## src/rtl/dpr_nxw_clr_if.sv

```systemverilog
// Port bundle for dpr_nxw_clr: write, read and clear controls towards the RAM,
// with read data and status flowing back.
`timescale 1ns/1ps
interface dpr_nxw_clr_if #(
  parameter int DATA_W = 4,
  parameter int ADDR_W = 4
);
  logic              WRE;
  logic [ADDR_W-1:0] WAD;
  logic [DATA_W-1:0] DI;
  logic [ADDR_W-1:0] RAD;
  logic              RE;
  logic              CLR;
  logic [DATA_W-1:0] DO;
  logic              DO_VLD;
  logic              BUSY;
  logic              DROP;

  modport master (
    output WRE, WAD, DI, RAD, RE, CLR,
    input  DO, DO_VLD, BUSY, DROP
  );

  modport slave (
    input  WRE, WAD, DI, RAD, RE, CLR,
    output DO, DO_VLD, BUSY, DROP
  );
endinterface

```

## src/rtl/dpr_nxw_clr.sv

```systemverilog
// Distributed dual-port RAM with one write port, one async or registered read port,
// and a clear sequencer that fills every word with INIT_VAL after reset or on CLR.
`timescale 1ns/1ps
module dpr_nxw_clr #(
  parameter int                DATA_W   = 4,
  parameter int                ADDR_W   = 4,
  parameter logic [DATA_W-1:0] INIT_VAL = '0,
  parameter bit                READ_REG = 1'b0,
  parameter bit                BYPASS   = 1'b1
) (
  input logic           WCK,
  input logic           RSTN,
  dpr_nxw_clr_if.slave  bus
);
  localparam int DEPTH = 2 ** ADDR_W;

  typedef enum logic {IDLE, CLEAR} state_t;

  state_t              state_q;
  logic [ADDR_W-1:0]   clr_ptr_q;
  logic                busy_q;
  logic                drop_q;
  logic [DATA_W-1:0]   mem_q [DEPTH];

  always_ff @(posedge WCK or negedge RSTN) begin
    if (!RSTN) begin
      state_q   <= CLEAR;
      clr_ptr_q <= '0;
      busy_q    <= 1'b1;
      drop_q    <= 1'b0;
    end else begin
      drop_q <= bus.WRE & busy_q;
      case (state_q)
        CLEAR: begin
          clr_ptr_q <= clr_ptr_q + 1'b1;
          if (&clr_ptr_q) begin
            state_q <= IDLE;
            busy_q  <= 1'b0;
          end
        end
        default: begin
          if (bus.CLR) begin
            state_q   <= CLEAR;
            clr_ptr_q <= '0;
            busy_q    <= 1'b1;
          end
        end
      endcase
    end
  end

  // The array is deliberately unreset so it maps onto fabric RAM; the clear
  // sequencer provides the known state instead.
  always_ff @(posedge WCK) begin
    if (busy_q) begin
      mem_q[clr_ptr_q] <= INIT_VAL;
    end else if (bus.WRE) begin
      mem_q[bus.WAD] <= bus.DI;
    end
  end

  assign bus.BUSY = busy_q;
  assign bus.DROP = drop_q;

  generate
    if (READ_REG) begin : gen_rd_reg
      logic [DATA_W-1:0] do_q, do_d;
      logic              vld_q, vld_d;

      always_comb begin
        do_d  = do_q;
        vld_d = 1'b0;
        if (bus.RE && !busy_q) begin
          vld_d = 1'b1;
          if (BYPASS && bus.WRE && (bus.WAD == bus.RAD)) begin
            do_d = bus.DI;
          end else begin
            do_d = mem_q[bus.RAD];
          end
        end
      end

      always_ff @(posedge WCK or negedge RSTN) begin
        if (!RSTN) begin
          do_q  <= '0;
          vld_q <= 1'b0;
        end else begin
          do_q  <= do_d;
          vld_q <= vld_d;
        end
      end

      assign bus.DO     = do_q;
      assign bus.DO_VLD = vld_q;
    end else begin : gen_rd_async
      assign bus.DO     = mem_q[bus.RAD];
      assign bus.DO_VLD = ~busy_q;
    end
  endgenerate
endmodule

```

## src/flat_wrapper.sv

```systemverilog
// flat-port wrapper written by rule: the top's interface ports become plain ports
module dpr_nxw_clr_flat 
#(
  parameter int                DATA_W   = 4,
  parameter int                ADDR_W   = 4,
  parameter logic [DATA_W-1:0] INIT_VAL = '0,
  parameter bit                READ_REG = 1'b0,
  parameter bit                BYPASS   = 1'b1
)
  (WCK, RSTN, bus_WRE, bus_WAD, bus_DI, bus_RAD, bus_RE, bus_CLR, bus_DO, bus_DO_VLD, bus_BUSY, bus_DROP);
  dpr_nxw_clr_if #(.DATA_W(DATA_W), .ADDR_W(ADDR_W)) bus_i ();
  input logic WCK;
  input logic RSTN;
  input wire logic [$bits(bus_i.WRE)-1:0] bus_WRE;
  input wire logic [$bits(bus_i.WAD)-1:0] bus_WAD;
  input wire logic [$bits(bus_i.DI)-1:0] bus_DI;
  input wire logic [$bits(bus_i.RAD)-1:0] bus_RAD;
  input wire logic [$bits(bus_i.RE)-1:0] bus_RE;
  input wire logic [$bits(bus_i.CLR)-1:0] bus_CLR;
  output wire logic [$bits(bus_i.DO)-1:0] bus_DO;
  output wire logic [$bits(bus_i.DO_VLD)-1:0] bus_DO_VLD;
  output wire logic [$bits(bus_i.BUSY)-1:0] bus_BUSY;
  output wire logic [$bits(bus_i.DROP)-1:0] bus_DROP;
  assign bus_i.WRE = bus_WRE;
  assign bus_i.WAD = bus_WAD;
  assign bus_i.DI = bus_DI;
  assign bus_i.RAD = bus_RAD;
  assign bus_i.RE = bus_RE;
  assign bus_i.CLR = bus_CLR;
  assign bus_DO = bus_i.DO;
  assign bus_DO_VLD = bus_i.DO_VLD;
  assign bus_BUSY = bus_i.BUSY;
  assign bus_DROP = bus_i.DROP;
  dpr_nxw_clr #(.DATA_W(DATA_W), .ADDR_W(ADDR_W), .INIT_VAL(INIT_VAL), .READ_REG(READ_REG), .BYPASS(BYPASS)) u_core (.WCK(WCK), .RSTN(RSTN), .bus(bus_i));
endmodule
```

## config.mk

```make
export PLATFORM = sky130hd
export DESIGN_NAME = dpr_nxw_clr_flat
export DESIGN_NICKNAME = d
export VERILOG_FILES = /design/src/rtl/dpr_nxw_clr_if.sv /design/src/rtl/dpr_nxw_clr.sv /design/src/flat_wrapper.sv
export SDC_FILE = /design/constraint.sdc
export NUM_CORES = 1
export LEC_CHECK = 0
export ABC_CLOCK_PERIOD_IN_PS = 2200
export CORE_MARGIN = 2
export CORE_UTILIZATION = 41
export CTS_CLUSTER_SIZE = 25
export DETAILED_ROUTE_END_ITERATION = 12
export PLACE_DENSITY = 0.58
export SLEW_MARGIN = 20
export SYNTH_ARGS = -nofsm -noshare
export SYNTH_HDL_FRONTEND = slang
export SYNTH_SLANG_ARGS = --single-unit
```

## constraint.sdc

```tcl
create_clock -name WCK -period 2.2 [get_ports WCK]
set_input_delay 0.44 -clock WCK [delete_from_list [all_inputs] [get_ports WCK]]
set_output_delay 0.44 -clock WCK [all_outputs]
set_load 0.05 [all_outputs]
```

==> flow_summary.json, run 1 <==
{
  "final_common_cell": "edfxtp_1",
  "grt_use_total": 0.1649,
  "slowest_stage": "mux4_1",
  "synthTopCellsByArea": "edfxtp_1, mux4_1, dfrtp_1",
  "synth_edf_count": 64,
  "highest_layer": "met4",
  "clk_pin_slew_ps": 70,
  "synth_seq_area_share": 0.6931,
  "max_slew.worst_pin.slew_ps": 498.1,
  "grt_max_degree": 17,
  "ys_ff_latch": 71,
  "rsz0062_at_grt": "true",
  "area_growth_pct": 28.96,
  "dp_hpwl_um": 4297,
  "grt_pass1_vias": 1910,
  "grt_pass1_wl_um": 9894,
  "dp_cells": 322,
  "arrival_ps": 1730,
  "finalPower_mw": 3.660,
  "slew_headroom": 0.6669,
  "cts_tree": "yes",
  "netlist-cell-type-count": 33,
  "synth_ff_type": "edfxtp_1",
  "maxCapViolCount": 0,
  "synth_top_area_frac": 0.6344,
  "routedWlPerCell_um": 18.03,
  "syn_nets": 193,
  "postRouteAntennaNets": 0,
  "num_rows": 31,
  "place.gp.congestion": 0.7780,
  "cp_cell_sequence": "buf_4 > buf_12 > mux4_1 > a22oi_2 > nand3_1 > buf_6",
  "viasPerCell": 5.085,
  "status": "complete, no violations",
  "syn_area_per_cell_um2": 17.31,
  "max_freq_ghz": 0.4615,
  "critical_path_class": "in -> out",
  "rr_startpoint": "u_core.bus.BUSY",
  "min_period_over_period": 0.9849,
  "root_buffer": "clkbuf_8",
  "antenna_found_initial": 0,
  "final-hold-violation-count": 0,
  "finalSetupViolations": 0,
  "die_h_um": 89.96,
  "holdBufCountCts": 0,
  "finalMaxSlewViolations": 0,
  "ir_drop_mv": 0.6474,
  "fin_area_um2": 3906,
  "dieArea_um2": 8092,
  "yosysWarnings": 0,
  "path_delay_family": "multiplexers",
  "clock_path_buffers": 2,
  "finClkSkew_ps": 10.19,
  "ios": 24,
  "cp-end-kind": "primary output",
  "cpPeakStageDelay_ps": 600,
  "cts.sink_count": 71,
  "detail_route.iter0.violations": 104,
  "wl_met3_um": 244,
  "hp-class": "in -> async",
  "drc": 0,
  "place_ws_ps": -487.0,
  "power.leakage_nw": 1.407,
  "grt.overflow.total": 0,
  "antenna_cells": 0,
  "cp_num_buf_inv": 3,
  "die_w_um": 89.96,
  "fin_crit_ps": 2167,
  "wirelength_um": 6149,
  "post_dp_cell_area_um2": 3643,
  "yosys.area.top_type": "edfxtp_1",
  "setup_slack_ps": 33.31,
  "insertion_delay_ps": 350,
  "wl_met2_um": 3198,
  "p_per_area_nw_per_um2": 937.1,
  "drive_gt1_frac": 0.3099,
  "async_flop_share": 0.09859,
  "startpoint": "bus_RAD[0]",
  "port_buffers": 22,
  "final_cell_count_no_fill": 341,
  "design.core.area_um2": 7214,
  "nets": 255,
  "num_vias": 1734,
  "startpoint_type": "input port",
  "crit_path_max_fanout": 6,
  "cts_max_level": 3,
  "start_util": 0.4199,
  "worstPathRequired_ps": 1760,
  "final_cell_mix": "edfxtp_1, buf_4, nor2_1, clkdlybuf4s50_1, nand3_1",
  "wl_met1_um": 2622,
  "syn_inst": 175,
  "cts_made_buffers": 9,
  "synth_area_um2": 3029,
  "drt_first_pass_iters": 4
}
report_power, final:
| group | switching (mW) | internal (mW) | total [mW] |
|---|---|---|---|
| combinational | 0.477 | 0.406 | 0.883 |
| sequential | 0.118 | 1.67 | 1.79 |
| clock | 0.468 | 0.519 | 0.987 |
| total | 1.06 | 2.60 | 3.66 |
metrics by stage:
stage                     utilization  setup TNS [ps]  hold slack [ps]
final                          0.5415               0            363.5
after global routing           0.5415          -58.46            372.6
after CTS                      0.5425               0            360.1
after detailed placement       0.5050           -1792            585.2
after global placement         0.5050           -1780            571.4
after floorplan                     -               0            144.4
layer usage:
metal  vias up  global-route usage
met4         0             0.07436
met3         6             0.03940
li1        829                   -
met2        40              0.2828
met1       859              0.1986
met5         -                   0
logic make-up after synthesis:
group	Yosys count	synth area share
buffers and inverters	11	0.02230
and+or+nand+nor	56	0.09501
DFF	71	0.6931
adders and majority gates	1	0.004130
AOI/OAI and AO/OA	17	0.03965
xor gates and xnor gates	2	0.005784
muxes	17	0.1400
state kept, by name, summed over array words and instances, names as in the netlist:
signal and flops:
u_core.mem_q 64, u_core.clr_ptr_q 4, u_core.bus.BUSY 1, u_core.bus.DROP 1, u_core.state_q 1
layout make-up:
cell class | count | area (µm²)
Inverter | 4 | 15.01
Fill cell | 587 | 3308
Tap cell | 99 | 123.9
Clock inverter | 6 | 62.56
Timing Repair Buffer | 58 | 621.8
Clock buffer | 10 | 127.6
Multi-Input combinational cell | 93 | 855.8
Sequential cell | 71 | 2100
final timing paths:
kind,cells after the start,endpoint,slack (ps)
max in group asynchronous,1,u_core.bus.BUSY,1540
worst max-delay path,6,bus_DO[3],30
min in group WCK,2,u_core.clr_ptr_q[2],600
worst min-delay path,1,u_core.clr_ptr_q[0],360
worst max register to register,4,u_core.mem_q[15][3],460
worst min register to register,2,u_core.clr_ptr_q[2],600
cells in the mapped netlist (2+ instances only):
library cell,n
a21o_1,2
a21oi_1,2
a22oi_1,4
a31oi_1,5
and2_1,5
buf_2,2
clkbuf_1,3
dfrtp_1,5
dfstp_2,2
edfxtp_1,64
inv_1,4
mux4_1,14
mux4_2,2
nand2_1,9
nand3_1,10
nor2_1,19
nor2b_1,3
nor4b_1,2
nor4bb_1,3
o31ai_1,2
repair_timing:
| item | 4_1_cts | 5_1_grt |
|---|---|---|
| setup buffers | 1 | 0 |
| setup endpoints to repair | 5 | 4 |
| gates resized for setup | 21 | 6 |
| pin swaps | 3 | 0 |
| gates cloned | 2 | 0 |
No activity file was read; power rests on OpenSTA's default activity.
==> inputs of run 2 (changes only) <==
Settings changed: CTS_CLUSTER_SIZE 25 to not set, PLACE_DENSITY 0.58 to 0.64.
==> run 2 against run 1 <==
  * Design area decreased by 3.5%
  * Sequential power about the same
  * Critical path depth unchanged
  * Global-route usage decreased by 1.2 points
  * Sequential share of layout area increased by 2.0 points
  * Sequential cell count unchanged
  * Register-to-register slack about the same
  * Non-clock buffer count decreased by 7
  * Critical endpoint unchanged
==> flow_summary.json, run 2 (synthesis gave the netlist of run 1 again) <==
{
  "min_period_over_period": 0.9757,
  "root_buffer": "clkbuf_8",
  "cts_max_level": 3,
  "drt_first_pass_iters": 4,
  "cts_tree": "yes",
  "num_vias": 1682,
  "area_growth_pct": 24.41,
  "grt_max_degree": 17,
  "grt.overflow.total": 0,
  "arrival_ps": 1710,
  "switching_share": 0.2974,
  "drc": 0,
  "design.core.area_um2": 7214,
  "cts.sink_count": 71,
  "cp_cell_sequence": "buf_4 > buf_12 > mux4_2 > a22oi_2 > nand3_2 > buf_6",
  "ir_drop_mv": 0.5286,
  "nets": 248,
  "die_w_um": 89.96,
  "fin_area_um2": 3769,
  "hp-class": "in -> async",
  "cts_made_buffers": 9,
  "die_h_um": 89.96,
  "maxCapViolCount": 0,
  "fin_crit_ps": 2147,
  "finalSetupViolations": 0,
  "final_common_cell": "edfxtp_1",
  "antenna_cells": 0,
  "cpPeakStageDelay_ps": 510,
  "ios": 24,
  "rsz0062_at_grt": "true",
  "drive_gt1_frac": 0.3149,
  "reg.largest.list": "u_core.mem_q (64), u_core.clr_ptr_q (4)",
  "slowest_stage": "mux4_2",
  "crit_path_max_fanout": 7,
  "status": "complete, no violations",
  "final_cell_mix": "edfxtp_1, buf_4, nor2_1, clkdlybuf4s50_1, mux4_2",
  "insertion_delay_ps": 330,
  "largest_register_ffs": 64,
  "routedWlPerCell_um": 17.01,
  "worstPathRequired_ps": 1760,
  "cp_num_buf_inv": 3,
  "num_rows": 31,
  "grt_pass1_vias": 1745,
  "postRouteAntennaNets": 0,
  "antenna_found_initial": 0,
  "port_buffers": 22,
  "clk_pin_slew_ps": 70,
  "finalPower_mw": 3.478,
  "dp_hpwl_um": 3756,
  "power_switching_mw": 1.034,
  "path_delay_family": "multiplexers",
  "post_dp_cell_area_um2": 3521,
  "slew_headroom": 0.6658,
  "comb_power_share": 0.240,
  "grt_pass1_wl_um": 9232,
  "ff2ff_path_depth": 4,
  "viasPerCell": 5.036,
  "pwr-share-seq": 0.514,
  "path_depth": 6,
  "critical_path_class": "in -> out",
  "max_slew.worst_pin.slew_ps": 500.5,
  "regMostFlops": "u_core.mem_q",
  "finClkSkew_ps": 7.379,
  "p_int_mw": 2.444,
  "dieArea_um2": 8092,
  "max_freq_ghz": 0.4659,
  "clock_path_buffers": 2,
  "startpoint_type": "input port",
  "p_clk_frac": 0.246,
  "final-hold-violation-count": 0,
  "finalMaxSlewViolations": 0,
  "grt_use_total": 0.1529,
  "p_per_area_nw_per_um2": 922.8,
  "detail_route.iter0.violations": 89,
  "place.gp.congestion": 0.8021,
  "start_util": 0.4199,
  "cp-end-kind": "primary output",
  "power.leakage_nw": 1.338,
  "wirelength_um": 5681
}
## run 2: final timing paths
path,start,end,slack (ps)
min in group WCK,u_core.bus.BUSY,u_core.bus.BUSY,530
max in group asynchronous,RSTN,u_core.state_q,1530
setup / recovery,bus_RAD[0],bus_DO[3],50
setup reg to reg,u_core.bus.BUSY,u_core.mem_q[4][2],460
hold reg to reg,u_core.bus.BUSY,u_core.bus.BUSY,530
hold / removal,RSTN,u_core.bus.DROP,370
## run 2: power by group through the flow
stage / Sequential (mW) / Combinational [mW] / Clock [mW]
2_1_floorplan: 1.81 / 0.485 / 0
3_3_place_gp: 1.81 / 0.784 / 0
3_5_place_dp: 1.81 / 0.800 / 0
4_1_cts: 1.78 / 0.836 / 0.878
5_1_grt: 1.81 / 0.910 / 0.946
6_report: 1.79 / 0.835 / 0.856
## run 2: through the flow
step / hold WS (ps) / utilization / setup slack [ps] / setup TNS, ps / std cells
floorplan: 144.4 / - / 34.53 / 0 / 175
global placement: 518.1 / 0.4880 / -469.1 / -2107 / 314
detailed placement: 521.1 / 0.4880 / -479.3 / -2197 / 314
CTS: 355.2 / 0.5227 / 1.897 / 0 / 334
global route: 370.5 / 0.5224 / -14.57 / -27.96 / 334
finish: 372.5 / 0.5224 / 53.42 / 0 / 334
## run 2: metal layers
layer | global-route usage | share of wire
met5 | 0 | 0
met1 | 0.2037 | 0.45
met4 | 0.05000 | 0.011
met2 | 0.2443 | 0.48
met3 | 0.04443 | 0.061
## run 2: area by class of cell
| cell class | instances | area [µm²] |
|---|---|---|
| Fill cell | 599 | 3446 |
| Sequential cell | 71 | 2100 |
| Tap cell | 99 | 123.9 |
| Clock buffer | 10 | 127.6 |
| Inverter | 4 | 15.01 |
| Timing Repair Buffer | 51 | 509.2 |
| Multi-Input combinational cell | 93 | 855.8 |
| Clock inverter | 6 | 37.54 |
## run 2: worst register-to-register path: cells and delay by family (launching register included)
family	cells	cell delay [ps]
AO/OA/AOI/OAI	1	230
AND/OR/NAND/NOR	2	380
flip-flops	1	610
buffers and inverters	1	190
## run 2: repair_timing
action / CTS / global route
resized for setup: 21 / 14
setup buffers: 2 / 0
gates cloned: 2 / 0
pin swaps: 1 / 4
endpoints found under the setup margin: 4 / 5
hold endpoints to repair: 0 / 0
hold buffers: 0 / 0
==> inputs of run 3 (changes only) <==
Settings changed: CORE_UTILIZATION 41 to 55, PLACE_DENSITY 0.64 to 0.8.
==> run 3 against run 2 <==
  * Sequential share of layout area is 0.30 points higher
  * Clock skew up 1.6 ps
  * Critical path depth unchanged
  * Wire length up 5.2%
  * Die area decreased by 24%
  * Total power up 7.5%
  * Worst setup slack got worse by 16 ps
  * Worst hold slack worse by 19 ps
  * Via count up 5.1%
  * Register-to-register slack worse by 20 ps
  * Sequential power about the same
  * Design area decreased by 0.53%
  * Critical path type unchanged
  * Critical endpoint is now bus_DO[0]
  * Largest cell class unchanged
  * Largest power group unchanged
==> flow_summary.json, run 3 (synthesis gave the netlist of run 1 again) <==
{
  "max_slew.worst_pin.slew_ps": 510.3,
  "clock_path_buffers": 2,
  "num_rows": 27,
  "endpoint": "bus_DO[0]",
  "grt_max_degree": 17,
  "grt_use_total": 0.2137,
  "comb_power_share": 0.215,
  "reg.largest.list": "u_core.mem_q (64), u_core.clr_ptr_q (4)",
  "power.leakage_nw": 1.341,
  "area_growth_pct": 23.75,
  "final_cell_mix": "edfxtp_1, buf_4, nor2_1, clkdlybuf4s50_1",
  "power_switching_mw": 1.084,
  "postRouteAntennaNets": 0,
  "drt_first_pass_iters": 5,
  "critical_path_class": "in -> out",
  "start_util": 0.5604,
  "grt_pass1_vias": 1801,
  "wirelength_um": 5975,
  "routedWlPerCell_um": 19.92,
  "cts_tree": "yes",
  "max_freq_ghz": 0.4623,
  "num_vias": 1767,
  "regMostFlops": "u_core.mem_q",
  "rr_startpoint": "u_core.bus.BUSY",
  "largest_register_ffs": 64,
  "cts.sink_count": 71,
  "ff2ff_path_depth": 4,
  "viasPerCell": 5.890,
  "rsz0062_at_grt": "true",
  "ir_drop_mv": 0.5543,
  "post_dp_cell_area_um2": 3455,
  "insertion_delay_ps": 340,
  "worstPathRequired_ps": 1760,
  "design.core.area_um2": 5405,
  "port_buffers": 22,
  "pwr-share-seq": 0.478,
  "grt.overflow.total": 0,
  "finalMaxSlewViolations": 0,
  "ios": 24,
  "die_w_um": 78.21,
  "finalSetupViolations": 0,
  "place.gp.congestion": 0.8534,
  "rrSetupSlack_ps": 440,
  "status": "complete, no violations",
  "arrival_ps": 1720,
  "detail_route.iter0.violations": 142,
  "cts_made_buffers": 9,
  "antenna_found_initial": 0,
  "p_per_area_nw_per_um2": 997.7,
  "startpoint_type": "input port",
  "root_buffer": "clkbuf_8",
  "hp-class": "in -> async",
  "p_clk_frac": 0.307,
  "cpPeakStageDelay_ps": 560,
  "final_common_cell": "edfxtp_1",
  "antenna_cells": 0,
  "die_h_um": 78.21,
  "slowest_stage": "mux4_1",
  "fin_crit_ps": 2163,
  "final-hold-violation-count": 0,
  "min_period_over_period": 0.9831,
  "dieArea_um2": 6117,
  "grt_pass1_wl_um": 9404,
  "startpoint": "bus_RAD[0]",
  "fin_area_um2": 3749,
  "dp_hpwl_um": 3948,
  "cts_max_level": 3,
  "fill_cells": 339,
  "maxCapViolCount": 0,
  "switching_share": 0.2899,
  "crit_path_max_fanout": 7,
  "cp_cell_sequence": "buf_4 > buf_12 > mux4_1 > a22oi_2 > nand3_2 > buf_6",
  "utilization": 0.6935,
  "nets": 241,
  "cp-end-kind": "primary output",
  "r2r_end": "u_core.mem_q[6][3]",
  "p_int_mw": 2.656,
  "drive_gt1_frac": 0.2719,
  "slew_headroom": 0.6587,
  "finClkSkew_ps": 8.935,
  "holdBufCountCts": 0,
  "clk_pin_slew_ps": 80,
  "drc": 0
}
[run 3: worst min path at each step]
stage / endpoint / cells past startpoint / slack, ps / startpoint
floorplan: u_core.bus.DROP / 0 / 140 / RSTN
global placement: u_core.bus.BUSY / 2 / 510 / u_core.bus.BUSY
detailed placement: u_core.bus.BUSY / 2 / 530 / u_core.bus.BUSY
CTS: u_core.clr_ptr_q[3] / 1 / 350 / RSTN
global route: u_core.clr_ptr_q[3] / 1 / 370 / RSTN
finish: u_core.clr_ptr_q[0] / 1 / 350 / RSTN
[run 3: power groups by stage]
stage               sequential [mW]  combinational [mW]  clock, mW
global route                   1.80               0.879       1.21
CTS                            1.78               0.799       1.16
global placement               1.80               0.737          0
floorplan                      1.81               0.485          0
finish                         1.79               0.803       1.15
detailed placement             1.81               0.775          0
[run 3: layout make-up]
type,instances,area (µm²),area share
well taps,72,90.09,0.02403
repair buffers,44,444.2,0.1185
inverters,4,15.01,0.004005
clock inverters,6,93.84,0.02503
multi-input cells,93,878.3,0.2343
flip-flops and latches,71,2100,0.5601
clock buffers,10,127.6,0.03405
[run 3: per-layer routing]
| layer | track usage | share of wire | wire length (µm) |
|---|---|---|---|
| met4 | 0.1123 | 0.028 | 170 |
| met3 | 0.04023 | 0.053 | 318 |
| met5 | 0 | 0 | 0 |
| met1 | 0.2680 | 0.41 | 2441 |
| met2 | 0.3569 | 0.51 | 3044 |
[run 3: stage by stage]
step,setup slack (ps),instances,hold WS [ps],power (mW),setup TNS [ps]
CTS,2.107,300,353.4,3.743,0
finish,37.12,300,353.8,3.740,0
global placement,-451.0,281,511.3,2.534,-1693
detailed placement,-511.8,281,533.2,2.586,-1948
global route,-20.29,300,366.8,3.895,-20.29
floorplan,34.53,175,144.4,2.292,0
[run 3: timing repair]
item | 4_1_cts | 5_1_grt
resized for setup | 16 | 11
setup buffers | 2 | 0
pin swaps | 3 | 1
gates cloned | 1 | 0
setup endpoints to repair | 4 | 5
[run 3: worst max-delay path, delay by kind of cell]
family | cells | cell delay [ps]
multiplexers | 1 | 560
buffers and inverters | 3 | 440
AO/OA/AOI/OAI | 1 | 180
AND/OR/NAND/NOR | 1 | 100
